### config.mk
export PLATFORM = sky130hd
export DESIGN_NAME = data_mem_responder
export DESIGN_NICKNAME = d
export VERILOG_FILES = /design/src/rtl/data_mem_responder_pkg.sv /design/src/rtl/data_mem_responder_byte_lane_align.sv /design/src/rtl/data_mem_responder.sv
export SDC_FILE = /design/constraint.sdc
export NUM_CORES = 2
export LEC_CHECK = 0
export ABC_AREA = 1
export CAP_MARGIN = 0
export CORE_MARGIN = 1
export CORE_UTILIZATION = 60
export CTS_CLUSTER_SIZE = 12
export DETAILED_ROUTE_END_ITERATION = 8
export PLACE_DENSITY_LB_ADDON = 0.15
export SYNTH_ARGS = -nofsm -noshare
export SYNTH_HDL_FRONTEND = slang
export SYNTH_SLANG_ARGS = --single-unit
### constraint.sdc
create_clock -name i_clock -period 19.1 [get_ports i_clock]
set_clock_uncertainty 0.2 [all_clocks]
set_input_delay 4.775 -clock i_clock [delete_from_list [all_inputs] [get_ports i_clock]]
set_output_delay 4.775 -clock i_clock [all_outputs]
set_load 0.03 [all_outputs]
### src/rtl/data_mem_responder_pkg.sv
// data_mem_responder_pkg: shared FSM states, lane selects and data width for the data memory responder
package data_mem_responder_pkg;
   localparam int DATA_W = 16;
   localparam logic LANE_HI = 1'b0;
   localparam logic LANE_LO = 1'b1;
   typedef enum logic [1:0] {
      IDLE   = 2'd0,
      WAIT   = 2'd1,
      ACCESS = 2'd2,
      RESP   = 2'd3
   } state_t;
endpackage

### src/rtl/data_mem_responder_byte_lane_align.sv
// byte_lane_align: big-endian lane steering, write merge, load sign extension and misalignment detect
module byte_lane_align
   import data_mem_responder_pkg::*;
(
   input  logic              i_write,
   input  logic              i_byte_en,
   input  logic              i_lane,
   input  logic [DATA_W-1:0] i_wdata,
   input  logic [DATA_W-1:0] i_rword,
   output logic [DATA_W-1:0] o_wdata,
   output logic [DATA_W-1:0] o_rdata,
   output logic [1:0]        o_lane_we,
   output logic              o_mis
);
   logic [7:0] w_byte;
   assign o_mis     = ~i_byte_en & (i_lane == LANE_LO);
   assign w_byte    = (i_lane == LANE_HI) ? i_rword[15:8] : i_rword[7:0];
   assign o_wdata   = i_byte_en ? {2{i_wdata[7:0]}} : i_wdata;
   assign o_lane_we = (!i_write || o_mis) ? 2'b00 :
                      !i_byte_en          ? 2'b11 :
                      (i_lane == LANE_HI) ? 2'b10 : 2'b01;
   assign o_rdata   = o_mis     ? '0 :
                      i_byte_en ? {{8{w_byte[7]}}, w_byte} : i_rword;
endmodule

### src/rtl/data_mem_responder.sv
// data_mem_responder: MEM-stage data port responder with wait states, byte/word access and stall output
module data_mem_responder
   import data_mem_responder_pkg::*;
#(
   parameter int DEPTH_WORDS = 256,
   parameter int WAIT_CYCLES = 2,
   parameter     INIT_FILE   = ""
)(
   input  logic              i_clock,
   input  logic              i_reset,
   input  logic              i_req,
   input  logic              i_mem_write,
   input  logic              i_byte_en,
   input  logic [15:0]       i_address,
   input  logic [DATA_W-1:0] i_write_data,
   output logic [DATA_W-1:0] o_read_data,
   output logic              o_ready,
   output logic              o_error,
   output logic              o_mem_stall
);
   localparam int AW = $clog2(DEPTH_WORDS);
   localparam logic [3:0] WC = 4'(WAIT_CYCLES);

   state_t            r_state, w_next;
   logic [3:0]        r_cnt, w_cnt;
   logic              w_capture;
   logic              r_we, r_be;
   logic [AW:0]       r_addr;
   logic [DATA_W-1:0] r_wdata, r_rdata;
   logic              r_err;
   logic [DATA_W-1:0] w_wdata, w_rword, w_ldata;
   logic [1:0]        w_lane_we;
   logic              w_mis;
   logic              w_unused;
   logic [DATA_W-1:0] r_mem [DEPTH_WORDS];

   assign w_unused    = ^i_address[15:AW+1];
   assign w_rword     = r_mem[r_addr[AW:1]];
   assign o_read_data = r_rdata;
   assign o_ready     = (r_state == RESP);
   assign o_error     = r_err;
   assign o_mem_stall = i_req & ~o_ready;

   byte_lane_align u_align (
      .i_write   (r_we),
      .i_byte_en (r_be),
      .i_lane    (r_addr[0]),
      .i_wdata   (r_wdata),
      .i_rword   (w_rword),
      .o_wdata   (w_wdata),
      .o_rdata   (w_ldata),
      .o_lane_we (w_lane_we),
      .o_mis     (w_mis)
   );

   always_comb begin
      w_next    = r_state;
      w_cnt     = r_cnt;
      w_capture = 1'b0;
      case (r_state)
         IDLE: if (i_req) begin
            w_capture = 1'b1;
            w_cnt     = WC;
            w_next    = (WC == 4'd0) ? ACCESS : WAIT;
         end
         WAIT: begin
            w_cnt  = r_cnt - 4'd1;
            w_next = (r_cnt == 4'd1) ? ACCESS : WAIT;
         end
         ACCESS:  w_next = RESP;
         default: w_next = IDLE;
      endcase
   end

   always_ff @(posedge i_clock or negedge i_reset) begin
      if (!i_reset) begin
         r_state <= IDLE;
         r_cnt   <= '0;
         r_we    <= 1'b0;
         r_be    <= 1'b0;
         r_addr  <= '0;
         r_wdata <= '0;
         r_rdata <= '0;
         r_err   <= 1'b0;
      end else begin
         r_state <= w_next;
         r_cnt   <= w_cnt;
         r_err   <= (r_state == ACCESS) & w_mis;
         if (w_capture) begin
            r_we    <= i_mem_write;
            r_be    <= i_byte_en;
            r_addr  <= i_address[AW:0];
            r_wdata <= i_write_data;
         end
         if (r_state == ACCESS && (w_mis || !r_we))
            r_rdata <= w_ldata;
      end
   end

   always_ff @(posedge i_clock) begin
      if (r_state == ACCESS) begin
         if (w_lane_we[1]) r_mem[r_addr[AW:1]][15:8] <= w_wdata[15:8];
         if (w_lane_we[0]) r_mem[r_addr[AW:1]][7:0]  <= w_wdata[7:0];
      end
   end
endmodule

==> impl_metrics.yaml <==
outcome:
  status: "finished clean"
synth:
  synth.avg_cell_area_um2: 13.3
  yosysWarnings: 0
  yosys-top-cells-count: "nand2_1 (4399), edfxtp_1 (4096), a22oi_1 (1086)"
  syn_nets: 12100
  synthTopCellsByArea: "edfxtp_1 (76%), nand2_1 (10%), a22oi_1 (5.1%)"
  synth_cells: 12100
  seq_area_frac_synth_pct: 77.0
  synth_area_leader_cell: "edfxtp_1"
  async_reset_ff_share_pct: 1.21
  yosys.cell_types.count: 34
  netlist_area_um2: 161000
  synth-edff-count: 4096
  synth_top_cell_area_share_pct: 76.2
  ys.flop_type: "edfxtp_1"
  ys_ff_latch: 4146
  synth.most_common_cell: "nand2_1"
clocking:
  holdBufCountCts: 0
  clock_sinks: 4146
  post_cts_resized: 0
  cts_root_buffer: "clkbuf_16"
  worstSkewPairLatency_ns: 0.93
  cts_tree: "built"
  post-cts-setup-buffers: 0
  clockBufferDepth: 4
  cts_max_level: 5
  clkTransAtPathRegs_ns: 0.06
  cts_buffers: 415
route:
  ant_nets: 0
  routed.top_layer: "met5"
  dr_wl_met3_um: 55800
  vias: 103000
  viasPerCell: 6.42
  first_pass_iters: 6
  drt_iter0_drc: 14700
  wl_um: 461000
  drc: 0
  wl_met1_um: 174000
  wl_met2_um: 211000
  wire_per_inst_um: 28.8
worst_setup_path:
  critical_path_class: "in -> out"
  endpoint_kind: "primary output"
  path_delay_family: "buffers and inverters"
  critPathMaxStageDelay_ns: 0.68
  r2r_setup_slack_ns: 11.68
  critPathSlowestCell: "clkdlybuf4s50_1"
  crit_fanout: 2
  cpMostUsedCell: "clkdlybuf4s50_1"
  crit_chain: "clkdlybuf4s50_1 > inv_1 > nor2_1 > clkdlybuf4s50_1"
  worst-path-buf-inv: 3
  critPathRequiredTime_ns: 14.12
  startpoint_type: "primary input"
  worst-endpoint-arrival_ns: 6.10
final_layout:
  nNetsFinal: 12300
  areaGrowthSynthToFinish_pct: 10.4
  nFillCells: 18900
  drive_gt1_share_pct: 7.73
  fin_area_um2: 178000
  post-route-util_pct: 66.5
floorplanning:
  die_area_um2: 271000
  initial_utilization_pct: 60.3
  rows: 190
  ios: 56
  core_area_um2: 268000
  die_w_um: 521
  die_y_um: 521
placement:
  hpwl_um: 254000
  finalWeightedCongestion: 0.968
  io_buffers: 48
  place_area_um2: 166000
timing:
  fin_crit_sh_pct: 58.0
  setup_violations: 0
  setup_tns_ns: 0
  tightest_slew_ns: 1.43
  finalMaxSlewViolations: 0
  hold_viol: 0
  slew_headroom_pct: 4.08
  finalCriticalPeriod_ns: 11.07
  rsz0062_at_grt: "false"
  fmax_ghz: 0.0903
global_routing:
  grt_pass1_vias: 97600
  overflow: 0
  grt_max_degree: 219
  grt_usage_pct: 33.7
  grt_pass1_wl_um: 664000
  antenna_found_initial: 17
hold_path:
  hold_path.class: "reg -> reg"
run:
  cap_violations: 0
power:
  p_per_area_nw_per_um2: 160
  p_leak_nw: 61.5
  vdd_drop_max_uv: 166
[final cells by class]
type	count	area, µm²	area share (%)
diodes	9	22.5	0.0126
multi-input cells	7137	33500	18.8
clock buffers	537	11100	6.23
repair buffers	466	3940	2.21
well taps	3552	4440	2.50
flip-flops and latches	4146	124000	69.8
inverters	52	230	0.129
clock inverters	109	622	0.349
[kinds of logic (layout without fill, tap and decap cells)]
family / after synthesis / after routing / share of synthesized area (%)
mux: 1 / 1 / 0.00620
simple gates: 5791 / 5791 / 14.6
flops: 4146 / 4146 / 77.0
compound gates: 1343 / 1343 / 5.90
buf+inv: 822 / 1164 / 2.47
fa+ha+maj: 2 / 2 / 0.0155
other cells: 0 / 9 / 0
[where the power goes]
group,internal [mW],switching (mW)
Sequential,11.6,0.234
Combinational,1.92,7.50
Clock,4.05,3.25
Total,17.6,11.0
[final timing paths]
| kind | start | end | cells after the start |
|---|---|---|---|
| worst max-delay path | i_req | o_mem_stall | 4 |
| worst min-delay path | r_wdata[15]$_DFFE_PN0P_ | r_wdata[15]$_DFFE_PN0P_ | 2 |
| worst max register to register | r_addr[1]$_DFFE_PN0P_ | o_read_data[0]$_DFFE_PN0P_ | 18 |
| worst min register to register | r_wdata[15]$_DFFE_PN0P_ | r_wdata[15]$_DFFE_PN0P_ | 2 |
| max in group asynchronous | i_reset | r_addr[2]$_DFFE_PN0P_ | 2 |
| min in group asynchronous | i_reset | r_wdata[9]$_DFFE_PN0P_ | 2 |
[state kept, by name, summed over array words and instances (netlist names)]
| name | count |
|---|---|
| r_mem | 4096 |
| o_read_data | 16 |
| r_wdata | 16 |
| r_addr | 9 |
| r_cnt | 4 |
| r_state | 2 |
| o_error | 1 |
| r_be | 1 |
| r_we | 1 |
[cell usage in the layout, fill, tap and decap left out, types with 3 or more instances in the layout]
master           Yosys  layout
a21oi_1            109     109
edfxtp_1          4096    4096
nand2_4              0      25
inv_16               0       3
a22oi_1           1086    1086
clkbuf_1           227     106
nor2_4               1       8
inv_1               38      37
diode_2              0       9
clkbuf_16            0     424
clkinv_1            10      73
clkdlybuf4s50_1      0      47
clkinv_2             0      32
clkbuf_4             0       3
buf_12               0      26
dfrtp_1             50      40
dfrtp_4              0      10
o31ai_1              3       3
nand4_1            417     417
a21o_1               4       4
inv_8                0       3
o21ai_0             84      83
a21boi_0            19      19
buf_4               24     388
nand2_1           4399    4372
nor3_1             528     517
nor3_2               0      11
nand3_1             94      92
clkinv_8             0       8
nor2_1             345     339
o21ai_1             33      34
clkbuf_8             0       7
[per-layer routing]
metal  global-route usage (%)  up-vias
li1                         -    44300
met1                     47.7    51000
met2                     51.2     6587
met3                     7.54      924
met4                     13.5        2
met5                    0.105        -
[through the flow]
stage / power (mW) / instances / setup slack (ns) / hold WS, ns
6_report: 28.5 / 16000 / 8.03 / 0.293
5_1_grt: 29.4 / 16000 / 7.97 / 0.312
2_1_floorplan: 17.5 / 12100 / 8.90 / 0.249
4_1_cts: 28.3 / 16000 / 8.03 / 0.289
3_5_place_dp: 21.1 / 15300 / 8.03 / 0.273
3_3_place_gp: 20.9 / 15300 / 7.99 / 0.263
[worst reg2reg max path: cells and delay by family, from the launching register on]
family                 cells  cell delay, ns
AOI/OAI and AO/OA          2            1.21
and+or+nand+nor           11            1.61
DFF                        1            0.83
buffers and inverters      5            3.51
Note: power is estimated with default switching activity, not from simulation.
